==> config.mk <==
export PLATFORM = sky130hd
export DESIGN_NAME = collision_detector_flat
export DESIGN_NICKNAME = d
export VERILOG_FILES = /design/src/rtl/pong_pkg.sv /design/src/rtl/collision_detector_if.sv /design/src/rtl/aabb_overlap.sv /design/src/rtl/collision_detector.sv /design/src/flat_wrapper.sv
export SDC_FILE = /design/constraint.sdc
export NUM_CORES = 1
export LEC_CHECK = 0
export ABC_AREA = 1
export BUFFER_PORTS_ARGS = -buffer_cell sky130_fd_sc_hd__buf_2
export CORE_ASPECT_RATIO = 0.8
export CORE_MARGIN = 2
export CORE_UTILIZATION = 55
export CTS_CLUSTER_SIZE = 16
export DETAILED_ROUTE_END_ITERATION = 8
export PLACE_DENSITY = 0.81
export SKIP_CTS_REPAIR_TIMING = 1
export SLEW_MARGIN = 20
export SYNTH_ARGS = -nofsm -noshare
export SYNTH_HDL_FRONTEND = slang
export SYNTH_SLANG_ARGS = --single-unit
==> constraint.sdc <==
create_clock -name clock -period 3.5 [get_ports clock]
set_input_delay 0.35 -clock clock [delete_from_list [all_inputs] [get_ports clock]]
set_output_delay 0.35 -clock clock [all_outputs]
set_load 0.02 [all_outputs]
==> src/rtl/pong_pkg.sv <==
// pong_pkg: bounce codes, referee states and screen geometry.
// Shared by the collision detector and the ball FSM.
package pong_pkg;

  typedef enum logic [1:0] {
    BOUNCE_NONE   = 2'b00,
    BOUNCE_PADDLE = 2'b01,
    BOUNCE_WALL   = 2'b10,
    BOUNCE_SCORE  = 2'b11
  } bounce_e;

  typedef enum logic [1:0] {
    PLAY  = 2'b00,
    SERVE = 2'b01,
    OVER  = 2'b10
  } state_e;

  localparam int SCREEN_X  = 640;
  localparam int SCREEN_Y  = 480;
  // x values this far past the right edge are treated as wrapped negatives
  localparam int MISS_BAND = 128;

endpackage

==> src/rtl/collision_detector_if.sv <==
// collision_detector_if: position inputs and referee outputs
// between the position registers, the detector and the ball FSM.
interface collision_detector_if;

  logic       frame_tick;
  logic       start;
  logic [9:0] ball_x;
  logic [9:0] ball_y;
  logic [7:0] ball_w;
  logic [7:0] ball_h;
  logic [9:0] pad_l_y;
  logic [9:0] pad_r_y;
  logic [1:0] bounce;
  logic [3:0] score_l;
  logic [3:0] score_r;
  logic       game_over;
  logic       winner;
  logic [7:0] rally_count;

  modport master (
    output frame_tick, start,
    output ball_x, ball_y, ball_w, ball_h,
    output pad_l_y, pad_r_y,
    input  bounce, score_l, score_r,
    input  game_over, winner, rally_count
  );

  modport slave (
    input  frame_tick, start,
    input  ball_x, ball_y, ball_w, ball_h,
    input  pad_l_y, pad_r_y,
    output bounce, score_l, score_r,
    output game_over, winner, rally_count
  );

endinterface

==> src/rtl/aabb_overlap.sv <==
// aabb_overlap: 11-bit half-open rectangle intersection test.
// Empty rectangles never overlap anything.
module aabb_overlap (
  input  logic [10:0] a_x,
  input  logic [10:0] a_y,
  input  logic [10:0] a_w,
  input  logic [10:0] a_h,
  input  logic [10:0] b_x,
  input  logic [10:0] b_y,
  input  logic [10:0] b_w,
  input  logic [10:0] b_h,
  output logic        hit
);

  logic x_hit;
  logic y_hit;

  assign x_hit = (a_w != '0) && (b_w != '0)
              && (a_x < b_x + b_w) && (b_x < a_x + a_w);
  assign y_hit = (a_h != '0) && (b_h != '0)
              && (a_y < b_y + b_h) && (b_y < a_y + a_h);
  assign hit   = x_hit && y_hit;

endmodule

==> src/rtl/collision_detector.sv <==
// collision_detector: per-frame Pong referee producing bounce codes and scores.
// Define COLLISION_RALLY_EN to build the rally_count paddle-hit counter.
module collision_detector #(
  parameter int SCREEN_X     = pong_pkg::SCREEN_X,
  parameter int SCREEN_Y     = pong_pkg::SCREEN_Y,
  parameter int PAD_L_X      = 16,
  parameter int PAD_R_X      = 616,
  parameter int PAD_W        = 8,
  parameter int PAD_H        = 64,
  parameter int SERVE_FRAMES = 60,
  parameter int WIN_SCORE    = 9
) (
  input logic                 clock,
  input logic                 reset,
  collision_detector_if.slave bus
);

  import pong_pkg::*;

  localparam logic [10:0] SX     = 11'(SCREEN_X);
  localparam logic [10:0] SY     = 11'(SCREEN_Y);
  localparam logic [10:0] SX_FAR = 11'(SCREEN_X + MISS_BAND);
  localparam logic [3:0]  WIN    = 4'(WIN_SCORE);
  localparam logic [7:0]  SRV_LD = 8'(SERVE_FRAMES);

  logic [10:0] bx, by, bw, bh;
  logic        hit_l, hit_r;
  logic        pad_hit, wall_hit;
  logic        miss_l, miss_r;

  state_e      state_q, state_d;
  bounce_e     bounce_q, bounce_d;
  logic [3:0]  sl_q, sl_d;
  logic [3:0]  sr_q, sr_d;
  logic        win_q, win_d;
  logic        pf_q, pf_d;
  logic        wf_q, wf_d;
  logic [7:0]  tmr_q, tmr_d;

  function automatic logic [3:0] sat_inc(
    input logic [3:0] s
  );
    return (s >= WIN) ? WIN : s + 4'd1;
  endfunction

  assign bx = {1'b0, bus.ball_x};
  assign by = {1'b0, bus.ball_y};
  assign bw = {3'b000, bus.ball_w};
  assign bh = {3'b000, bus.ball_h};

  aabb_overlap u_pad_l (
    .a_x (bx), .a_y (by), .a_w (bw), .a_h (bh),
    .b_x (11'(PAD_L_X)),
    .b_y ({1'b0, bus.pad_l_y}),
    .b_w (11'(PAD_W)),
    .b_h (11'(PAD_H)),
    .hit (hit_l)
  );

  aabb_overlap u_pad_r (
    .a_x (bx), .a_y (by), .a_w (bw), .a_h (bh),
    .b_x (11'(PAD_R_X)),
    .b_y ({1'b0, bus.pad_r_y}),
    .b_w (11'(PAD_W)),
    .b_h (11'(PAD_H)),
    .hit (hit_r)
  );

  assign pad_hit  = hit_l | hit_r;
  assign wall_hit = (by == '0) || (by + bh >= SY);
  assign miss_l   = (bx == '0) || (bx >= SX_FAR);
  assign miss_r   = (bx + bw >= SX) && (bx < SX_FAR);

  always_ff @(posedge clock or posedge reset) begin
    if (reset) begin
      state_q  <= PLAY;
      bounce_q <= BOUNCE_NONE;
      sl_q     <= '0;
      sr_q     <= '0;
      win_q    <= 1'b0;
      pf_q     <= 1'b0;
      wf_q     <= 1'b0;
      tmr_q    <= '0;
    end else begin
      state_q  <= state_d;
      bounce_q <= bounce_d;
      sl_q     <= sl_d;
      sr_q     <= sr_d;
      win_q    <= win_d;
      pf_q     <= pf_d;
      wf_q     <= wf_d;
      tmr_q    <= tmr_d;
    end
  end

  always_comb begin
    state_d  = state_q;
    bounce_d = BOUNCE_NONE;
    sl_d     = sl_q;
    sr_d     = sr_q;
    win_d    = win_q;
    pf_d     = pf_q;
    wf_d     = wf_q;
    tmr_d    = tmr_q;
    unique case (state_q)
      PLAY: if (bus.frame_tick) begin
        if (miss_l || miss_r) begin
          bounce_d = BOUNCE_SCORE;
          pf_d     = 1'b0;
          wf_d     = 1'b0;
          if (miss_l) sr_d = sat_inc(sr_q);
          else        sl_d = sat_inc(sl_q);
          if ((miss_l ? sr_d : sl_d) == WIN) begin
            state_d = OVER;
            win_d   = miss_l;
          end else begin
            state_d = SERVE;
            tmr_d   = SRV_LD;
          end
        end else begin
          if (pad_hit && !pf_q)
            bounce_d = BOUNCE_PADDLE;
          else if (wall_hit && !wf_q)
            bounce_d = BOUNCE_WALL;
          // a contact that lost arbitration keeps its flag low so it fires next tick
          pf_d = pad_hit && (pf_q || bounce_d == BOUNCE_PADDLE);
          wf_d = wall_hit && (wf_q || bounce_d == BOUNCE_WALL);
        end
      end
      SERVE: if (bus.frame_tick) begin
        tmr_d = tmr_q - 8'd1;
        if (tmr_q <= 8'd1) begin
          tmr_d   = '0;
          state_d = PLAY;
          pf_d    = 1'b0;
          wf_d    = 1'b0;
        end
      end
      OVER: if (bus.start) begin
        state_d = PLAY;
        sl_d    = '0;
        sr_d    = '0;
      end
      default: state_d = PLAY;
    endcase
  end

`ifdef COLLISION_RALLY_EN
  logic [7:0] rally_q;
  logic       rally_clr;
  logic       rally_inc;

  assign rally_clr = (state_d == SERVE && state_q != SERVE)
                  || (state_q == OVER && bus.start);
  assign rally_inc = (bounce_d == BOUNCE_PADDLE);

  always_ff @(posedge clock or posedge reset) begin
    if (reset)
      rally_q <= '0;
    else if (rally_clr)
      rally_q <= '0;
    else if (rally_inc && rally_q != 8'hFF)
      rally_q <= rally_q + 8'd1;
  end

  assign bus.rally_count = rally_q;
`else
  assign bus.rally_count = '0;
`endif

  assign bus.bounce    = bounce_q;
  assign bus.score_l   = sl_q;
  assign bus.score_r   = sr_q;
  assign bus.game_over = (state_q == OVER);
  assign bus.winner    = win_q;

endmodule

==> src/flat_wrapper.sv <==
// flat-port wrapper written by rule: the top's interface ports become plain ports
module collision_detector_flat import pong_pkg::*;
#(
  parameter int SCREEN_X     = pong_pkg::SCREEN_X,
  parameter int SCREEN_Y     = pong_pkg::SCREEN_Y,
  parameter int PAD_L_X      = 16,
  parameter int PAD_R_X      = 616,
  parameter int PAD_W        = 8,
  parameter int PAD_H        = 64,
  parameter int SERVE_FRAMES = 60,
  parameter int WIN_SCORE    = 9
)
  (clock, reset, bus_frame_tick, bus_start, bus_ball_x, bus_ball_y, bus_ball_w, bus_ball_h, bus_pad_l_y, bus_pad_r_y, bus_bounce, bus_score_l, bus_score_r, bus_game_over, bus_winner, bus_rally_count);
  collision_detector_if bus_i ();
  input logic clock;
  input logic reset;
  input wire logic [$bits(bus_i.frame_tick)-1:0] bus_frame_tick;
  input wire logic [$bits(bus_i.start)-1:0] bus_start;
  input wire logic [$bits(bus_i.ball_x)-1:0] bus_ball_x;
  input wire logic [$bits(bus_i.ball_y)-1:0] bus_ball_y;
  input wire logic [$bits(bus_i.ball_w)-1:0] bus_ball_w;
  input wire logic [$bits(bus_i.ball_h)-1:0] bus_ball_h;
  input wire logic [$bits(bus_i.pad_l_y)-1:0] bus_pad_l_y;
  input wire logic [$bits(bus_i.pad_r_y)-1:0] bus_pad_r_y;
  output wire logic [$bits(bus_i.bounce)-1:0] bus_bounce;
  output wire logic [$bits(bus_i.score_l)-1:0] bus_score_l;
  output wire logic [$bits(bus_i.score_r)-1:0] bus_score_r;
  output wire logic [$bits(bus_i.game_over)-1:0] bus_game_over;
  output wire logic [$bits(bus_i.winner)-1:0] bus_winner;
  output wire logic [$bits(bus_i.rally_count)-1:0] bus_rally_count;
  assign bus_i.frame_tick = bus_frame_tick;
  assign bus_i.start = bus_start;
  assign bus_i.ball_x = bus_ball_x;
  assign bus_i.ball_y = bus_ball_y;
  assign bus_i.ball_w = bus_ball_w;
  assign bus_i.ball_h = bus_ball_h;
  assign bus_i.pad_l_y = bus_pad_l_y;
  assign bus_i.pad_r_y = bus_pad_r_y;
  assign bus_bounce = bus_i.bounce;
  assign bus_score_l = bus_i.score_l;
  assign bus_score_r = bus_i.score_r;
  assign bus_game_over = bus_i.game_over;
  assign bus_winner = bus_i.winner;
  assign bus_rally_count = bus_i.rally_count;
  collision_detector #(.SCREEN_X(SCREEN_X), .SCREEN_Y(SCREEN_Y), .PAD_L_X(PAD_L_X), .PAD_R_X(PAD_R_X), .PAD_W(PAD_W), .PAD_H(PAD_H), .SERVE_FRAMES(SERVE_FRAMES), .WIN_SCORE(WIN_SCORE)) u_core (.clock(clock), .reset(reset), .bus(bus_i));
endmodule
==> load_flow_metrics.sql <==
INSERT INTO impl_metrics (metric_group, metric, value, unit) VALUES
('route', 'drt-vias-per-instance', '5.31', ''),
('timing', 'finalSetupViolations', '0', ''),
('die', 'die_width', '95.0', 'um'),
('outcome', 'status', 'finished clean', ''),
('route', 'first_pass_iters', '5', ''),
('timing', 'timing_max_transition_violations_final', '0', ''),
('die', 'fp-row-count', '26', ''),
('layout', 'postLayoutCoreUtil', '64.0', '%'),
('layout', 'filler_cell_count', '607', ''),
('yosys', 'synthDominantCellAreaShare', '19.2', '%'),
('layout', 'final_layout_size_suffix_gt1_share', '17.6', '%'),
('timing', 'finalCritPeriodShare', '74.5', '%'),
('timing', 'max_freq', '0.384', 'GHz'),
('yosys', 'ys_seq_elements', '23', ''),
('route', 'drt.antenna.violating_nets', '0', ''),
('route', 'routedWlPerCell', '11.9', 'um'),
('setup_path', 'critPathMaxFanout', '4', ''),
('clock_network', 'cts.clk_slew.worst_paths', '0.09', 'ns'),
('yosys', 'seq_area_frac_synth', '15.8', '%'),
('layout', 'signed_area_change_from_the_synthesized_netlist_to_the_final_layout', '12.5', '%'),
('pwr', 'max-vdd-ir-drop', '0.000257', 'V'),
('yosys', 'synth.cell_area', '3650', 'um2'),
('clock_network', 'cts.root.buffer_cell', 'sky130_fd_sc_hd__clkbuf_8', ''),
('die', 'die_area', '7300', 'um2'),
('layout', 'finalInstanceArea', '4100', 'um2'),
('timing', 'time_the_worst_path_needs_with_i_o_delays_and_setup', '2.61', 'ns'),
('yosys', 'synth.lib_cells_used.distinct', '42', ''),
('setup_path', 'timing.critical_path.from_type', 'input port', ''),
('grt', 'grt_overflow_total', '0', ''),
('min_path', 'hold_path_class', 'input port to asynchronous set/reset pin', ''),
('place', 'placedCellCount', '716', ''),
('timing', 'maxSlewHeadroom', '40.1', '%'),
('place', 'gp_congestion', '0.881', ''),
('grt', 'antenna_found_initial', '0', ''),
('place', 'place_area', '4060', 'um2'),
('grt', 'grt_max_degree', '24', ''),
('yosys', 'postSynthAreaPerCell', '6.47', 'um2'),
('setup_path', 'cp_capture_type', 'flop', ''),
('place', 'place.port_buffers', '71', ''),
('pwr', 'power.leakage', '2.35', 'nW'),
('clock_network', 'insertion_delay', '0.27', 'ns'),
('die', 'floorplan.initialDensity', '56.9', '%'),
('die', 'top_level_ports', '80', ''),
('timing', 'worst_slew_pin_slew', '0.898', 'ns'),
('clock_network', 'tritoncts', 'yes', ''),
('timing', 'final-hold-violation-count', '0', ''),
('route', 'drc_errors', '0', ''),
('setup_path', 'worst-setup-path-type', 'input port to flop', ''),
('layout', 'antenna_cells', '0', ''),
('setup_path', 'cp.arrival', '2.78', 'ns'),
('pwr', 'power.density_cell_area', '455', 'nW/um2'),
('die', 'die_height', '76.8', 'um'),
('timing', 'setup_repair_after_global_routing_missed_its_margin', 'false', ''),
('timing', 'totalNegativeSetupSlack', '0', 'ns'),
('clock_network', 'number_of_h_tree_levels', '1', ''),
('yosys', 'synth.top_cells.by_area', 'sky130_fd_sc_hd__ha_1, sky130_fd_sc_hd__nand2_1, sky130_fd_sc_hd__dfrtp_1, sky130_fd_sc_hd__inv_1, sky130_fd_sc_hd__nand3_1', ''),
('layout', 'nNetsFinal', '755', ''),
('route', 'detail_route.iter0.violations', '146', ''),
('yosys', 'syn-instance-count', '564', ''),
('flow_run', 'maxCapViolCount', '0', ''),
('clock_network', 'cts_made_buffers', '3', ''),
('setup_path', 'worst-endpoint-required', '3.67', 'ns'),
('place', 'place.detailed.hpwl', '7.30', 'mm'),
('yosys', 'yosys_warnings', '0', ''),
('clock_network', 'cts.sink_count', '23', ''),
('clock_network', 'cts-root-to-sink-buffers', '2', ''),
('timing', 'fin_worst_skew', '0.0120', 'ns'),
('grt', 'grt_first_pass_wirelength', '15.0', 'mm'),
('grt', 'grt_pass1_vias', '3554', ''),
('grt', 'gr-usage-all-layers', '24.5', '%'),
('route', 'detail_route.wirelength', '8.57', 'mm'),
('yosys', 'synth_top_cell_by_area', 'sky130_fd_sc_hd__ha_1', ''),
('die', 'core', '6410', 'um2'),
('setup_path', 'reg2regPathDepth', '12', ''),
('route', 'route.vias.total', '3822', ''),
('layout', 'finalNonFillerCells', '720', '');
==> synth_stat cells (all sizes together) <==
cell type	instances
a21o	2
o211ai	7
o21bai	3
o31ai	1
o21ai	29
and2	1
nor4	6
nand4	10
conb	1
xnor2	5
inv	82
nand3b	2
xor2	9
o2111ai	1
nand2	171
dfrtp	23
buf	9
or2	4
nand3	42
ha	56
nor3	6
a311oi	1
fa	2
a211oi	1
nor2	57
o21a	1
a31oi	7
a21oi	24
clkbuf	1
==> report_power, final <==
group          internal (mW)  switching, mW  total [mW]
clock network         0.0815         0.0913       0.173
logic                  0.449          0.778        1.23
registers              0.370         0.0986       0.468
total                  0.900          0.968        1.87
==> layout make-up <==
| class | count | area, um2 | share of cell area, % |
|---|---|---|---|
| Clock buffer | 4 | 45.0 | 1.10 |
| Sequential cell | 23 | 576 | 14.0 |
| Inverter | 82 | 310 | 7.56 |
| Multi-Input combinational cell | 456 | 2710 | 66.1 |
| Timing Repair Buffer | 71 | 355 | 8.66 |
| Tap cell | 84 | 105 | 2.56 |
==> routing by layer <==
| layer | global-route usage (%) | share of wire (%) | wire [um] |
|---|---|---|---|
| met3 | 2.95 | 5.7 | 486 |
| met5 | 0 | 0 | 0 |
| met2 | 41.6 | 45 | 3840 |
| met1 | 34.4 | 49 | 4170 |
| met4 | 2.75 | 0.91 | 78 |
==> stage by stage <==
step,hold slack [ns],power (mW),worst slack [ns]
detailed placement,0.482,1.69,0.606
global placement,0.477,1.65,0.651
finish,0.247,1.87,0.894
CTS,0.302,1.87,0.891
floorplan,0.352,1.40,0.902
global route,0.339,2.09,0.665
==> flip-flops by register name, summed over array words and instances (netlist names) <==
| signal | cells |
|---|---|
| u_core.wf_q | 1 |
| u_core.bus.bounce | 2 |
| u_core.state_q | 2 |
| u_core.pf_q | 1 |
| u_core.bus.score_r | 4 |
| u_core.tmr_q | 8 |
| u_core.bus.winner | 1 |
| u_core.bus.score_l | 4 |
==> cells in the final DEF, fill, tap and decap left out, drive strengths merged <==
cell / instances
nand2: 171
inv: 82
buf: 71
nor2: 57
ha: 56
nand3: 42
o21ai: 29
a21oi: 24
dfrtp: 23
nand4: 10
xor2: 9
conb: 8
a31oi: 7
o211ai: 7
nor3: 6
nor4: 6
xnor2: 5
or2: 4
clkbuf: 4
o21bai: 3
a21o: 2
nand3b: 2
fa: 2
o2111ai: 1
a211oi: 1
o31ai: 1
a311oi: 1
and2: 1
o21a: 1
==> logic make-up after synthesis <==
group / synth area share, %
xor+xnor: 3.36
other cells: 0.103
flops: 15.8
compound gates: 13.5
buf+inv: 10.6
simple gates: 36.4
fa+ha+maj: 20.3
==> critical path: stages <==
cell                      delay, ns
sky130_fd_sc_hd__buf_2         0.12
sky130_fd_sc_hd__ha_1          0.22
sky130_fd_sc_hd__fa_1          0.41
sky130_fd_sc_hd__nand3_1       0.08
sky130_fd_sc_hd__nand2_1       0.10
sky130_fd_sc_hd__xnor2_1       0.21
sky130_fd_sc_hd__ha_1          0.28
sky130_fd_sc_hd__a21o_1        0.18
sky130_fd_sc_hd__a31oi_1       0.15
sky130_fd_sc_hd__nand2_1       0.07
sky130_fd_sc_hd__nand2_1       0.06
sky130_fd_sc_hd__nand2_1       0.04
sky130_fd_sc_hd__nand2_1       0.05
sky130_fd_sc_hd__nand2_1       0.04
sky130_fd_sc_hd__nand2_1       0.05
sky130_fd_sc_hd__nand2_1       0.04
sky130_fd_sc_hd__nand2_1       0.07
sky130_fd_sc_hd__nand2_1       0.08
sky130_fd_sc_hd__o21a_1        0.17
==> final timing paths <==
path / startpoint / to / slack [ns]
max: bus_ball_y[0] / u_core.wf_q / 0.89
min: reset / u_core.state_q[1] / 0.25
max reg2reg: u_core.bus.score_r[0] / u_core.tmr_q[4] / 1.13
min reg2reg: u_core.bus.winner / u_core.bus.winner / 0.50
max in group asynchronous: reset / u_core.tmr_q[6] / 2.68
min in group clock: bus_start / u_core.state_q[1] / 0.41
Power figures use the tool's default switching activity.
